### config.mk
export PLATFORM = sky130hd
export DESIGN_NAME = alu_seq
export DESIGN_NICKNAME = d
export VERILOG_FILES = /design/src/rtl/alu_pkg.sv /design/src/rtl/alu_mul_iter.sv /design/src/rtl/alu_seq.sv
export SDC_FILE = /design/constraint.sdc
export NUM_CORES = 1
export LEC_CHECK = 0
export CAP_MARGIN = 20
export CORE_UTILIZATION = 27
export DETAILED_ROUTE_END_ITERATION = 6
export GPL_ROUTABILITY_DRIVEN = 0
export SLEW_MARGIN = 15
export SYNTH_ARGS = -nofsm -noshare
export SYNTH_HDL_FRONTEND = slang
export SYNTH_SLANG_ARGS = --single-unit
### constraint.sdc
create_clock -name clk -period 3.85 [get_ports clk]
set_clock_uncertainty 0.1 [all_clocks]
set_input_delay 0.9625 -clock clk [delete_from_list [all_inputs] [get_ports clk]]
set_output_delay 0.9625 -clock clk [all_outputs]
set_load 0.02 [all_outputs]
### src/rtl/alu_pkg.sv
// ALU shared definitions: op encodings, NZCV flag bit positions, FSM states.
// Latency: none (definitions only).
// Backpressure: n/a. Used by alu_seq and alu_mul_iter (ALU_MUL_EN build).
package alu_pkg;

    localparam logic [2:0] ALU_ADD = 3'b000;
    localparam logic [2:0] ALU_SUB = 3'b001;
    localparam logic [2:0] ALU_AND = 3'b010;
    localparam logic [2:0] ALU_ORR = 3'b011;
    localparam logic [2:0] ALU_EOR = 3'b100;
    localparam logic [2:0] ALU_MUL = 3'b101;

    localparam int FLAG_N = 3;
    localparam int FLAG_Z = 2;
    localparam int FLAG_C = 1;
    localparam int FLAG_V = 0;

    typedef enum logic {
        ST_IDLE     = 1'b0,
        ST_MUL_BUSY = 1'b1
    } state_t;

    function automatic logic [3:0] make_flags(input logic n, input logic z,
                                              input logic c, input logic v);
        logic [3:0] f;
        f         = '0;
        f[FLAG_N] = n;
        f[FLAG_Z] = z;
        f[FLAG_C] = c;
        f[FLAG_V] = v;
        return f;
    endfunction

endpackage

### src/rtl/alu_mul_iter.sv
// Iterative shift-add multiplier, low WIDTH bits of unsigned a*b (built only with ALU_MUL_EN).
// Latency: start at edge 0, done/product valid combinationally in the WIDTH-th busy cycle.
// Backpressure: none; the caller starts it only when its output slot is free.
module alu_mul_iter #(
    parameter int WIDTH = 32
) (
    input  logic             clk,
    input  logic             reset_n,
    input  logic             start,
    input  logic [WIDTH-1:0] a,
    input  logic [WIDTH-1:0] b,
    output logic             done,
    output logic [WIDTH-1:0] product
);

    localparam int CW = $clog2(WIDTH + 1);

    logic [WIDTH-1:0] acc;
    logic [WIDTH-1:0] mcand;
    logic [WIDTH-1:0] mplier;
    logic [CW-1:0]    cnt;
    logic             busy;
    logic [WIDTH-1:0] step;

    // The last partial product is folded in combinationally so the caller
    // can register the final product on the same edge the count expires.
    assign step    = acc + (mplier[0] ? mcand : '0);
    assign product = step;
    assign done    = busy && (cnt == CW'(1));

    always_ff @(posedge clk or negedge reset_n) begin
        if (!reset_n) begin
            acc    <= '0;
            mcand  <= '0;
            mplier <= '0;
            cnt    <= '0;
            busy   <= 1'b0;
        end else if (start) begin
            acc    <= '0;
            mcand  <= a;
            mplier <= b;
            cnt    <= CW'(WIDTH);
            busy   <= 1'b1;
        end else if (busy) begin
            acc    <= step;
            mcand  <= mcand << 1;
            mplier <= mplier >> 1;
            cnt    <= cnt - CW'(1);
            if (cnt == CW'(1)) begin
                busy <= 1'b0;
            end
        end
    end

endmodule

### src/rtl/alu_seq.sv
// Registered WIDTH-bit ALU (ADD/SUB/AND/ORR/EOR, MUL with ALU_MUL_EN) with NZCV flags.
// Latency: 1 cycle accept->out_valid; MUL takes WIDTH+1 cycles when ALU_MUL_EN is defined.
// Backpressure: valid/ready both sides; result held and in_ready low while out_valid & ~out_ready.
module alu_seq
    import alu_pkg::*;
#(
    parameter int WIDTH = 32
) (
    input  logic             clk,
    input  logic             reset_n,
    input  logic             in_valid,
    output logic             in_ready,
    input  logic [WIDTH-1:0] a,
    input  logic [WIDTH-1:0] b,
    input  logic [2:0]       alu_control,
    output logic             out_valid,
    input  logic             out_ready,
    output logic [WIDTH-1:0] result,
    output logic [3:0]       alu_flags,
    output logic             illegal_op
);

    logic             accept;
    logic             idle;
    logic             is_mul;
    logic             is_sub;
    logic [WIDTH-1:0] b_op;
    logic [WIDTH:0]   sum_ext;
    logic [WIDTH-1:0] res_d;
    logic             c_d;
    logic             v_d;
    logic             ill_d;
    logic [3:0]       flags_d;

    // in_ready is forced low while reset is asserted, not only after it.
    assign in_ready = reset_n && idle && (!out_valid || out_ready);
    assign accept   = in_valid && in_ready;

`ifdef ALU_MUL_EN
    state_t           state;
    state_t           state_nx;
    logic             mul_done;
    logic [WIDTH-1:0] mul_prod;

    assign is_mul = (alu_control == ALU_MUL);
    assign idle   = (state == ST_IDLE);

    always_ff @(posedge clk or negedge reset_n) begin
        if (!reset_n) begin
            state <= ST_IDLE;
        end else begin
            state <= state_nx;
        end
    end

    always_comb begin
        state_nx = state;
        case (state)
            ST_IDLE:     if (accept && is_mul) state_nx = ST_MUL_BUSY;
            ST_MUL_BUSY: if (mul_done)         state_nx = ST_IDLE;
            default:                           state_nx = ST_IDLE;
        endcase
    end

    alu_mul_iter #(
        .WIDTH(WIDTH)
    ) u_mul (
        .clk     (clk),
        .reset_n (reset_n),
        .start   (accept && is_mul),
        .a       (a),
        .b       (b),
        .done    (mul_done),
        .product (mul_prod)
    );
`else
    assign is_mul = 1'b0;
    assign idle   = 1'b1;
`endif

    always_comb begin
        is_sub  = (alu_control == ALU_SUB);
        b_op    = is_sub ? ~b : b;
        sum_ext = {1'b0, a} + {1'b0, b_op} + (WIDTH+1)'(is_sub);
        res_d   = '0;
        c_d     = 1'b0;
        v_d     = 1'b0;
        ill_d   = 1'b0;
        case (alu_control)
            ALU_ADD: begin
                res_d = sum_ext[WIDTH-1:0];
                c_d   = sum_ext[WIDTH];
                v_d   = (a[WIDTH-1] == b[WIDTH-1]) && (sum_ext[WIDTH-1] != a[WIDTH-1]);
            end
            ALU_SUB: begin
                res_d = sum_ext[WIDTH-1:0];
                c_d   = sum_ext[WIDTH];
                v_d   = (a[WIDTH-1] != b[WIDTH-1]) && (sum_ext[WIDTH-1] != a[WIDTH-1]);
            end
            ALU_AND: res_d = a & b;
            ALU_ORR: res_d = a | b;
            ALU_EOR: res_d = a ^ b;
            default: ill_d = 1'b1;
        endcase
        flags_d = make_flags(res_d[WIDTH-1], (res_d == '0), c_d, v_d);
    end

    // An accepted MUL does not load the output; it only frees the slot,
    // which is why the out_ready branch still clears out_valid in that case.
    always_ff @(posedge clk or negedge reset_n) begin
        if (!reset_n) begin
            out_valid  <= 1'b0;
            result     <= '0;
            alu_flags  <= '0;
            illegal_op <= 1'b0;
        end else if (accept && !is_mul) begin
            out_valid  <= 1'b1;
            result     <= res_d;
            alu_flags  <= flags_d;
            illegal_op <= ill_d;
        end
`ifdef ALU_MUL_EN
        else if (mul_done) begin
            out_valid  <= 1'b1;
            result     <= mul_prod;
            alu_flags  <= make_flags(mul_prod[WIDTH-1], (mul_prod == '0), 1'b0, 1'b0);
            illegal_op <= 1'b0;
        end
`endif
        else if (out_ready) begin
            out_valid <= 1'b0;
        end
    end

endmodule

Word-level counts from Yosys, hierarchy flattened --
Cells that the tools add are included.
Storage, ports and cells: output and inout port bits 39, flip-flop bits (word level) 38, bits of input ports 71, word-level logic and storage cells 35
Cells by class: add/subtract/negate cells 2, muxes and demuxes 7, reduce and logical (&&, ||, !) cells 11, equal/unequal tests 7, bitwise gates (word level) 4
Operator list (count):
- $pmux 32 s4 | 1
- $add 32x32->33 | 1
- $add 33x1->33 | 1
- $and 32x32->32 | 1
- $logic_not 32->1 | 1
- $mux 32 | 1
- $not 32->32 | 1
- $or 32x32->32 | 1
- $xor 32x32->32 | 1
- $eq 3x2->1 const B | 2
- $reduce_or 5->1 | 1
- $logic_and 1x1->1 | 4
- $mux 1 | 4
- $eq 3x1->1 const B | 1
- $eq 3x3->1 const B | 1
- $logic_not 3->1 | 1
- $ne 1x1->1 | 2
- $pmux 1 s2 | 1
- $reduce_bool 2->1 | 1
- $reduce_or 2->1 | 1
- $eq 1x1->1 | 1
- $logic_not 1->1 | 1
- $logic_or 1x1->1 | 1

Depth between registers and ports, before layout --
depth in word-level cells 7, depth in mapped cells 17

Least setup slack after synthesis --
OpenSTA, ideal clock, no wires.
kind input -> register, start input alu_control[0], end register alu_flags[2], arrival time 4.801 ns, buffers on the path 4, data required time 3.658 ns, stages 15, setup time 0.092 ns, slack -1.143 ns, cells stage by stage buf_6 > or3b_1 > buf_4 > clkbuf_1 > xnor2_1 > ha_1 > clkbuf_1 > nand2_1 > or4_1 > o21ai_2 > mux2i_1 > or2_1 > or4_1 > or4_1 > o31ai_2
Between the ends: longest elaborated chain between the ends 6
Ends and longest elaborated chain:
- start, declared | RTL line alu_seq.sv:15 | input logic [2:0] alu_control,
- $eq 3x1->1 | RTL line alu_seq.sv:82, alu_seq.sv:89
- $mux 32 | RTL line alu_seq.sv:83 | b_op = is_sub ? ~b : b;
- $add 32x32->33 | RTL line alu_seq.sv:84 | sum_ext = {1'b0, a} + {1'b0, b_op} + (WIDTH+1)'(is_sub);
- $add 33x1->33 | RTL line alu_seq.sv:84
- $pmux 32 s4 (*) | RTL line alu_seq.sv:89 | case (alu_control)
- $logic_not 32->1 (*) | RTL line alu_seq.sv:105 | flags_d = make_flags(res_d[WIDTH-1], (res_d == '0), c_d, v_d);
- end signal, assigned | RTL line alu_seq.sv:119 | alu_flags <= flags_d;
- end, declared | RTL line alu_seq.sv:19 | output logic [3:0] alu_flags,
Every way passes the cells marked *; elsewhere a longest branch is shown, timed or not. A chain may end at the register's enable or synchronous reset.

Worst setup path after layout --
start input alu_control[1], end register alu_flags[2]
Same word-level chain as after synthesis.

==> reports/metrics.yaml <==
detailed_routing:
  post_route_drc_violation_count: 0
  wl_per_cell_um: 15.60
  routed_wirelength_um: 19420
  route.vias.total: 6054
  vias_per_cell: 4.863
  drtAntennaViolNets: 0
  detail_route.first_pass.iterations: 5
  first_iteration_detailed_routing_drc_count: 336
global_routing:
  antenna_found_initial: 0
  largest_net_degree_at_the_start_of_global_routing: 54
  global_route.usage.total_pct: 17.90
  wire_length_of_the_first_global_routing_pass_um: 30390
  first_global_vias: 5846
  grt_remaining_overflow: 0
worst_setup_path:
  worst_ep_arrival_time_ps: 4820
  critPathBufInv: 7
  critical_path.startpoint_type: "input port"
  maximum_fanout_along_the_worst_path: 5
  reg2reg_setup_slack_ps: 910
  critPathRequiredTime_ps: 3940
  cpMostUsedCell: "buf_4"
  critical_path.slowest_cell: "or4_4"
  worstSetupPathType: "input port to register"
  critical-path-max-stage-delay_ps: 540
  cp_cell_sequence: "buf_6 -> or3b_4 -> buf_12 -> buf_16 -> xnor2_4 -> ha_4 -> nand4_1 -> buf_4 -> buf_4 -> buf_4 -> inv_1 -> o311ai_0 -> a21oi_1 -> o31ai_2 -> a211oi_1 -> and3_1 -> nand4_1 -> or4_4 -> o31ai_2"
  critical-path-top-delay-family: "simple AND/OR/NAND/NOR gates"
  cp-end-kind: "register"
synthesis:
  synth_fp_nets: 879
  synthesis.area_per_instance_um2: 7.790
  number_of_synthesized_flops_with_an_enable_pin: 0
  synth-seq-cells: 37
  postSynthCellCount: 708
  synth-main-ff-cell: "dfrtp_1"
  synth.cell_area_um2: 5515
  yosys_warnings: 0
  synth-seq-area-share_pct: 16.79
  synth-async-reset-ratio_pct: 100.0
  count_of_unique_library_cells_instantiated_by_yosys: 64
layout:
  num_antenna_cells: 0
  post_route_cells_drive_above_1_share_pct: 32.86
  finish.net_count: 1151
  layout.cells.non_filler: 1245
  num-fill-cells: 1857
  utilization_pct: 47.08
  relative_area_change_from_synthesis_to_final_layout_pct: 68.33
outcome:
  failing_checks: "negative setup slack"
  run_status: "finished with violations"
floorplan:
  io-pin-count: 110
  floorplan.initialDensity_pct: 27.97
  die_area_um2: 21000
  die_height_um: 144.9
  core_region_area_um2: 19720
  chipWidth_um: 144.9
  placementRows: 51
clock_tree:
  clk_latency_ps: 270
  clkTransAtPathRegs_ps: 50
  ctsLongestPathBuffers: 2
  cts_made_buffers: 5
  clock_tree_from_tritoncts: "done"
  cts-root-buf: "clkbuf_16"
  h-tree-depth: 2
  tritoncts_num_sinks: 37
placed_design:
  dp_hpwl_um: 14820
  post-place-ws_ps: -1585
  port_buffers: 109
  dp.cells: 1206
sta:
  finalHoldViolations: 0
  achievable-frequency_mhz: 211.6
  final_worst_path_period_share_pct: 122.7
  final_max_slew_viols: 0
  final.hold.worst_slack_ps: 378.4
  finalSetupViolCount: 19
  rsz0062_at_grt: "true"
  timing.max_slew.rel_slack_pct: 51.92
  final.min_clock_period_ps: 4726
  timing.final.ws_setup_ps: -875.6
  max_slew.worst_pin.slew_ps: 718.5
min_path:
  hold_path.class: "register to register"
pwr:
  standby_leakage_power_nw: 4.306
  power_per_cell_area_nw_per_um2: 268.0
  power.total_mw: 2.488
  ir_worst_vdd_mv: 0.1530
run:
  max_cap_viol_count: 0
state kept, by name, summed over array words and instances, names as in the netlist:
register    cells
illegal_op      1
out_valid       1
result         32
alu_flags       3
area by class of cell:
class,count,area (um2),share of cell area (%)
Clock buffer,7,142.6,1.536
Inverter,90,337.8,3.639
Multi-Input combinational cell,543,4897,52.75
Sequential cell,37,925.9,9.973
Tap cell,265,331.6,3.571
Timing Repair Buffer,303,2649,28.53
through the flow:
stage	setup TNS, ps	area [um2]
2_1_floorplan	-1395	5677
3_3_place_gp	-23950	8073
3_5_place_dp	-25440	8073
4_1_cts	-3439	8693
5_1_grt	-6733	9284
6_report	-4605	9284
power by group:
part / total, mW / switching, mW / internal (mW)
clock network: 0.396 / 0.142 / 0.254
logic: 1.61 / 0.779 / 0.828
registers: 0.485 / 0.0352 / 0.449
total: 2.49 / 0.957 / 1.53
worst min-delay path, stage by stage (launching register included):
cell	delay (ps)
dfrtp_1	340
nand2_1	50
o21ai_0	60
layout by cell type, fill, tap and decap left out, types with 11 or more instances in the layout:
| cell type | netlist | routed |
|---|---|---|
| mux2i_1 | 15 | 15 |
| nor2_1 | 42 | 36 |
| clkdlybuf4s50_1 | 0 | 105 |
| o21ai_0 | 52 | 31 |
| ha_1 | 99 | 84 |
| buf_4 | 2 | 182 |
| a21oi_1 | 47 | 31 |
| a21oi_2 | 0 | 13 |
| o21ai_1 | 1 | 14 |
| a211oi_1 | 15 | 14 |
| nand4_1 | 11 | 11 |
| xnor2_1 | 50 | 32 |
| inv_1 | 90 | 89 |
| dfrtp_1 | 37 | 37 |
| xnor2_2 | 0 | 11 |
| nand2_1 | 60 | 58 |
| ha_4 | 0 | 13 |
Yosys cell counts, types with 5 or more instances:
| library cell | instances | share of area, % |
|---|---|---|
| o21bai_1 | 5 | 0.68 |
| o21ai_0 | 52 | 4.7 |
| xnor2_1 | 50 | 7.9 |
| nor2_1 | 42 | 2.9 |
| dfrtp_1 | 37 | 17 |
| mux2i_1 | 15 | 2.7 |
| nand4_1 | 11 | 1.2 |
| a211oi_1 | 15 | 2.0 |
| inv_1 | 90 | 6.1 |
| a21o_1 | 9 | 1.2 |
| a21oi_1 | 47 | 4.3 |
| ha_1 | 99 | 22 |
| a222oi_1 | 5 | 0.91 |
| nor3_1 | 9 | 0.82 |
| a22oi_1 | 6 | 0.82 |
| clkbuf_1 | 22 | 1.5 |
| a221oi_1 | 8 | 1.3 |
| o21a_1 | 10 | 1.4 |
| a22o_1 | 10 | 1.6 |
| nand3_1 | 11 | 1.0 |
| buf_2 | 6 | 0.54 |
| a31oi_1 | 6 | 0.68 |
| nand2_1 | 60 | 4.1 |
| buf_1 | 7 | 0.48 |
| xor2_1 | 9 | 1.4 |
timing repair:
item                                    in CTS  in global routing
endpoints found under the setup margin      30                 24
pin swaps                                   31                 45
gates resized for setup                     78                 80
setup buffers                               18                 24
gates cloned                                 2                  1
hold buffers                                 0                  0
cells by family (layout without fill, tap and decap cells):
| family | Yosys count | count (layout) | share of synthesized area [%] |
|---|---|---|---|
| AOI/OAI and AO/OA | 204 | 204 | 25.07 |
| buffers and inverters | 128 | 400 | 9.120 |
| DFF | 37 | 37 | 16.79 |
| and+or+nand+nor | 164 | 164 | 13.91 |
| xor gates and xnor gates | 59 | 59 | 9.369 |
| adders and majority gates | 100 | 100 | 22.82 |
| muxes | 16 | 16 | 2.926 |
worst paths after layout:
path	from	to	cells after the start
min in group asynchronous	reset_n	out_valid	2
min	result[24]	result[24]	2
max	alu_control[1]	alu_flags[2]	19
min reg2reg	result[24]	result[24]	2
max reg2reg	out_valid	alu_flags[2]	10
max in group asynchronous	reset_n	alu_flags[0]	2
layer usage:
layer	part of all wire, %	global-route usage (%)
met2	48	30.17
met5	0	0
met4	1.4	3.564
met3	5.6	2.107
met1	45	24.42
(Power assumes the default switching activity.)
